`config.mk`:
```
export PLATFORM = sky130hd
export DESIGN_NAME = gold_reader
export DESIGN_NICKNAME = d
export VERILOG_FILES = /design/src/rtl/gold_reader.sv
export SDC_FILE = /design/constraint.sdc
export NUM_CORES = 1
export LEC_CHECK = 0
export ABC_AREA = 1
export BUFFER_PORTS_ARGS = -buffer_cell sky130_fd_sc_hd__buf_2
export CAP_MARGIN = 10
export CORE_ASPECT_RATIO = 1.5
export CORE_MARGIN = 8
export CORE_UTILIZATION = 36
export DETAILED_ROUTE_END_ITERATION = 10
export SKIP_LAST_GASP = 1
export SYNTH_ARGS = -nofsm -noshare
export SYNTH_HDL_FRONTEND = slang
export SYNTH_SLANG_ARGS = --single-unit
```
`constraint.sdc`:
```
create_clock -name clk -period 2 [get_ports clk]
set_input_delay 0.1 -clock clk [delete_from_list [all_inputs] [get_ports clk]]
set_output_delay 0.1 -clock clk [all_outputs]
set_load 0.005 [all_outputs]
```
`src/rtl/gold_reader.sv`:
```
// UART command initiator: sends CMD_BYTE, then captures NUM_BYTES reply bytes with an inter-byte timeout.
// Optional feature macro: GOLD_READER_CHECK_EN adds a `match` output comparing the capture against "A".."P".
module gold_reader #(
  parameter int unsigned NUM_BYTES      = 16,
  parameter logic [7:0]  CMD_BYTE       = 8'h67,
  parameter logic [31:0] TIMEOUT_CYCLES = 32'd3_200_000
) (
  input  logic       clk,
  input  logic       rst,
  input  logic       start,
  input  logic       tx_rdy,
  output logic       tx_en,
  output logic [7:0] tx_data,
  input  logic       rx_valid,
  input  logic [7:0] rx_data,
  output logic       busy,
  output logic       done,
  output logic       timeout,
  output logic [4:0] byte_count,
  input  logic [3:0] rd_addr,
  output logic [7:0] rd_data
`ifdef GOLD_READER_CHECK_EN
  ,
  output logic       match
`endif
);

  typedef enum logic [1:0] {
    IDLE = 2'd0,
    SEND = 2'd1,
    RECV = 2'd2
  } state_t;

  localparam logic [4:0]  LAST_IDX   = 5'(NUM_BYTES - 1);
  localparam logic [31:0] TMR_LAST   = TIMEOUT_CYCLES - 32'd1;
  // Addresses at or beyond NUM_BYTES read back as zero.
  localparam logic [15:0] VALID_MASK = 16'((17'd1 << NUM_BYTES) - 17'd1);

  state_t      state_q, state_d;
  logic        tx_en_q, tx_en_d;
  logic [7:0]  tx_data_q, tx_data_d;
  logic        done_q, done_d;
  logic        timeout_q, timeout_d;
  logic [4:0]  count_q, count_d;
  logic [31:0] tmr_q, tmr_d;
  logic [7:0]  rd_data_q, rd_data_d;
  logic        buf_we;
  logic [7:0]  buf_q [16];

`ifdef GOLD_READER_CHECK_EN
  logic ok_q, ok_d;
  logic match_q, match_d;
`endif

  always_comb begin
    // NOTE: every combinational output gets a default first so no path leaves it unassigned (no latch).
    state_d   = state_q;
    tx_en_d   = 1'b0;
    tx_data_d = tx_data_q;
    done_d    = 1'b0;
    timeout_d = timeout_q;
    count_d   = count_q;
    tmr_d     = tmr_q;
    buf_we    = 1'b0;
`ifdef GOLD_READER_CHECK_EN
    ok_d      = ok_q;
    match_d   = match_q;
`endif

    unique case (state_q)
      IDLE: begin
        if (start) begin
          state_d   = SEND;
          count_d   = 5'd0;
          timeout_d = 1'b0;
`ifdef GOLD_READER_CHECK_EN
          ok_d      = 1'b1;
          match_d   = 1'b0;
`endif
        end
      end
      SEND: begin
        if (tx_rdy) begin
          tx_en_d   = 1'b1;
          tx_data_d = CMD_BYTE;
          tmr_d     = 32'd0;
          state_d   = RECV;
        end
      end
      RECV: begin
        // A byte arriving on the expiry cycle takes priority over the timeout.
        if (rx_valid) begin
          buf_we  = 1'b1;
          count_d = count_q + 5'd1;
          tmr_d   = 32'd0;
`ifdef GOLD_READER_CHECK_EN
          ok_d    = ok_q & (rx_data == (8'h41 + {3'b000, count_q}));
`endif
          if (count_q == LAST_IDX) begin
            done_d  = 1'b1;
            state_d = IDLE;
`ifdef GOLD_READER_CHECK_EN
            match_d = ok_d;
`endif
          end
        end else if (tmr_q == TMR_LAST) begin
          timeout_d = 1'b1;
          state_d   = IDLE;
        end else begin
          tmr_d = tmr_q + 32'd1;
        end
      end
      default: state_d = IDLE;
    endcase

    rd_data_d = VALID_MASK[rd_addr] ? buf_q[rd_addr] : 8'h00;
  end

  // NOTE: sequential state uses non-blocking assignments so all registers update from pre-edge values.
  always_ff @(posedge clk or posedge rst) begin
    if (rst) begin
      state_q   <= IDLE;
      tx_en_q   <= 1'b0;
      tx_data_q <= 8'h00;
      done_q    <= 1'b0;
      timeout_q <= 1'b0;
      count_q   <= 5'd0;
      tmr_q     <= 32'd0;
      rd_data_q <= 8'h00;
`ifdef GOLD_READER_CHECK_EN
      ok_q      <= 1'b0;
      match_q   <= 1'b0;
`endif
    end else begin
      state_q   <= state_d;
      tx_en_q   <= tx_en_d;
      tx_data_q <= tx_data_d;
      done_q    <= done_d;
      timeout_q <= timeout_d;
      count_q   <= count_d;
      tmr_q     <= tmr_d;
      rd_data_q <= rd_data_d;
`ifdef GOLD_READER_CHECK_EN
      ok_q      <= ok_d;
      match_q   <= match_d;
`endif
    end
  end

  // NOTE: the capture buffer is deliberately left out of reset so it maps onto plain RAM/flops without a reset tree.
  always_ff @(posedge clk) begin
    if (buf_we) begin
      buf_q[count_q[3:0]] <= rx_data;
    end
  end

  assign tx_en      = tx_en_q;
  assign tx_data    = tx_data_q;
  assign busy       = (state_q != IDLE);
  assign done       = done_q;
  assign timeout    = timeout_q;
  assign byte_count = count_q;
  assign rd_data    = rd_data_q;
`ifdef GOLD_READER_CHECK_EN
  assign match      = match_q;
`endif

endmodule

```
==> impl_metrics.csv <==
group,metric,value,unit
power,power.leakage,0.00348,uW
drt,antenna_left,0,
place,hpwlAfterDp,14.9,mm
drt,drt-wirelength-per-cell,18.0,um
timing,setup_tns,0,ns
power,p_comb_share,12.0,%
synth,ys_seq_area_share,63.1,%
timing,hold_viol,0,
die,initial_core_util,36.5,%
timing,grt_setup_unrepaired,"no",
critical_path,critPathBufInv,2,
synth,synth_area,8120,um^2
critical_path,cp_max_fo,21,
clock_tree,htree_levels,4,
critical_path,cp_data_required_time,2.33,ns
power,p_seq_share,49.7,%
critical_path,cpPeakStageDelay,0.41,ns
critical_path,slowest_stage,"dfrtp_1",
synth,netlist.top_cell.by_area,"edfxtp_1",
clock_tree,clockRootBuffer,"clkbuf_16",
critical_path,critPathKind,"reg2reg",
critical_path,critPathCaptureType,"flip-flop",
timing,setup_viol,0,
place,port_buffers,38,
cells_and_area,final_common_cell,"nor2_1",
timing,fmax,564,MHz
cells_and_area,fin_cells,1166,
hold_path,worstHoldPathCells,3,
timing,finalCritPeriodShare,88.7,%
drt,wl,21.0,mm
synth,yosys-top-cells-area,"edfxtp_1, dfrtp_1, nor2_1",
power,p_sw,2350,uW
critical_path,critical-path-top-delay-family,"simple AND/OR/NAND/NOR gates",
cells_and_area,finalInstanceArea,9330,um^2
power,peakVddDrop,0.000580,V
die,die_h,200,um
cells_and_area,area_growth,14.9,%
critical_path,cp.depth,10,
synth,syn_inst,821,
die,io_pins,42,
critical_path,reg2regPathDepth,10,
status,status,"completed",
critical_path,crit_top_cell,"nand2_1",
timing,drv_slew,0,
power,powerDensity,896,nW/um^2
cells_and_area,mostFrequentLayoutCells,"nor2_1, nand2_1, edfxtp_1",
die,die_x,139,um
timing,whs,0.0187,ns
global_routing,grt_overflow,0,
global_routing,grt_pass1_vias,6014,
timing,worst_pin_slew,0.618,ns
cells_and_area,final_nets,900,
die,rows,67,
clock_tree,clock_latency,0.43,ns
synth,syn_area_per_cell,9.89,um^2
critical_path,arrival,2.10,ns
synth,ys_warn_count,0,
cells_and_area,drive_gt1_share,13.9,%
global_routing,grt_pass1_wl,32.9,mm
global_routing,antenna_found_initial,0,
cells_and_area,n_fill_cell,2143,
clock_tree,numCtsBuffers,17,
die,core,22200,um^2
synth,yosysTopAreaCellShare,47.3,%
clock_tree,clock_sinks,179,
global_routing,track_usage,15.4,%
run,cap_violations,0,
critical_path,start_kind,"flip-flop",
timing,skew,0.0103,ns
place,place_ws,0.184,ns
drt,vias_per_cell,5.06,
synth,ys_seq_elements,179,
power,clkPwrFrac,38.3,%
critical_path,cp_cell_sequence,"inv_1 > nand2_1 > nor2_1 > nand2_1 > nor2_1 > nand3_4 > nand2_4 > buf_4 > nand2_1 > o31ai_1",
place,dp.cells,1131,
timing,setup_slack,0.227,ns
clock_tree,clockBufferDepth,2,
drt,drtIter0Drc,336,
die,die_area,27700,um^2
clock_tree,postCtsSetupRepairBufs,0,
timing,period_needed,1.77,ns
cells_and_area,final-seq-area,5120,um^2
drt,drt-pass1-iter-count,5,
cells_and_area,multi_input_area,2630,um^2
power,p_int,6000,uW
clock_tree,tritoncts,"yes",
hold_path,hold_path.class,"in2reg",
place,placed_area,8730,um^2
cells_and_area,antennaDiodeCount,0,
global_routing,grt_start_max_net_pins,52,
clock_tree,path_clk_slew,0.07,ns
timing,relSlewSlack,58.3,%
drt,vias,5895,
place,gp_congestion,0.977,
drt,drc,0,
synth,synthDistinctLibCells,33,
power,p_sw_share,28.1,%
## registers in the layout (all words and copies together) (netlist names)
| signal | flops |
|---|---|
| byte_count | 5 |
| timeout | 1 |
| buf_q | 128 |
| tx_en | 1 |
| done | 1 |
| tx_data | 1 |
| tmr_q | 32 |
| rd_data | 8 |
| state_q | 2 |
## kinds of logic (layout without fill, tap and decap cells)
logic type                 count (synthesis)  count (layout)  synth area share [%]
xor gates and xnor gates                  10              10                  1.08
buffers and inverters                     87             154                  4.61
adders and majority gates                  6               6                 0.925
and+or+nand+nor                          398             398                  20.2
AOI/OAI and AO/OA                        140             140                  10.0
DFF                                      179             179                  63.1
other                                      1               3                0.0462
## worst paths after layout
kind | startpoint | to | slack, ns
worst max register to register | tmr_q[27]$_DFFE_PP0P_ | tmr_q[2]$_DFFE_PP0P_ | 0.23
worst min register to register | tmr_q[31]$_DFFE_PP0P_ | tmr_q[31]$_DFFE_PP0P_ | 0.52
worst min-delay path | start | state_q[0]$_DFFE_PP0P_ | 0.02
worst max-delay path | tmr_q[27]$_DFFE_PP0P_ | tmr_q[2]$_DFFE_PP0P_ | 0.23
max in group asynchronous | rst | tx_data[0]$_DFFE_PP0P_ | 1.49
min in group asynchronous | rst | tmr_q[12]$_DFFE_PP0P_ | 0.26
## repair_timing
item                                    4_1_cts  5_1_grt
endpoints found under the setup margin        0       19
hold buffers                                  3        0
endpoints found under the hold margin        54        0
resized for setup                             0        1
## synthesized netlist by cell type
cell,instances
clkinv_1,1
nand2_2,1
nand3b_1,1
o21ai_1,13
o21ai_2,7
nand2_4,2
buf_4,9
nand4_1,14
buf_6,1
nor2_2,2
ha_1,6
o211ai_1,33
inv_1,46
a21oi_1,2
nor3_1,5
buf_1,2
edfxtp_1,128
or2_2,3
nand2_1,155
nor2_1,178
xnor2_1,5
xor2_1,5
and2_1,2
o21ai_0,83
inv_2,3
nand3_1,32
clkbuf_1,20
nand3_4,1
nor2_4,2
o31ai_1,2
conb_1,1
dfrtp_1,51
buf_2,5
## through the flow
stage	total power [uW]	util, %
2_1_floorplan	4860	-
3_3_place_gp	5250	39.3
6_report	8350	42.0
4_1_cts	8460	42.0
3_5_place_dp	5250	39.3
5_1_grt	8720	42.0
## area by class of cell
cell class | instances | area share, %
Clock inverter | 15 | 1.45
Tap cell | 276 | 3.70
Multi-Input combinational cell | 557 | 28.2
Clock buffer | 17 | 4.56
Timing Repair Buffer | 72 | 5.13
Sequential cell | 179 | 54.9
Inverter | 50 | 2.01
## worst reg2reg max path: stages, from the launching register on
cell     delay [ns]
dfrtp_1        0.41
inv_1          0.14
nand2_1        0.07
nor2_1         0.12
nand2_1        0.06
nor2_1         0.22
nand3_4        0.16
nand2_4        0.09
buf_4          0.25
nand2_1        0.08
o31ai_1        0.07
## power by group through the flow
stage	Sequential, uW	Combinational (uW)	Clock [uW]
finish	4150	1000	3200
global route	4170	1130	3420
CTS	4150	1020	3280
detailed placement	4230	1010	0
global placement	4230	1020	0
floorplan	4240	619	0
## routing by layer
layer  global-route usage [%]  routed length, um  up-vias
met5                        0                  0        -
met4                     8.87               1080        0
met3                     3.48                758       46
met2                     28.7              11200      142
met1                     15.8               8010     2813
li1                         -                  -     2894
Note: power is estimated with default switching activity, not from simulation.
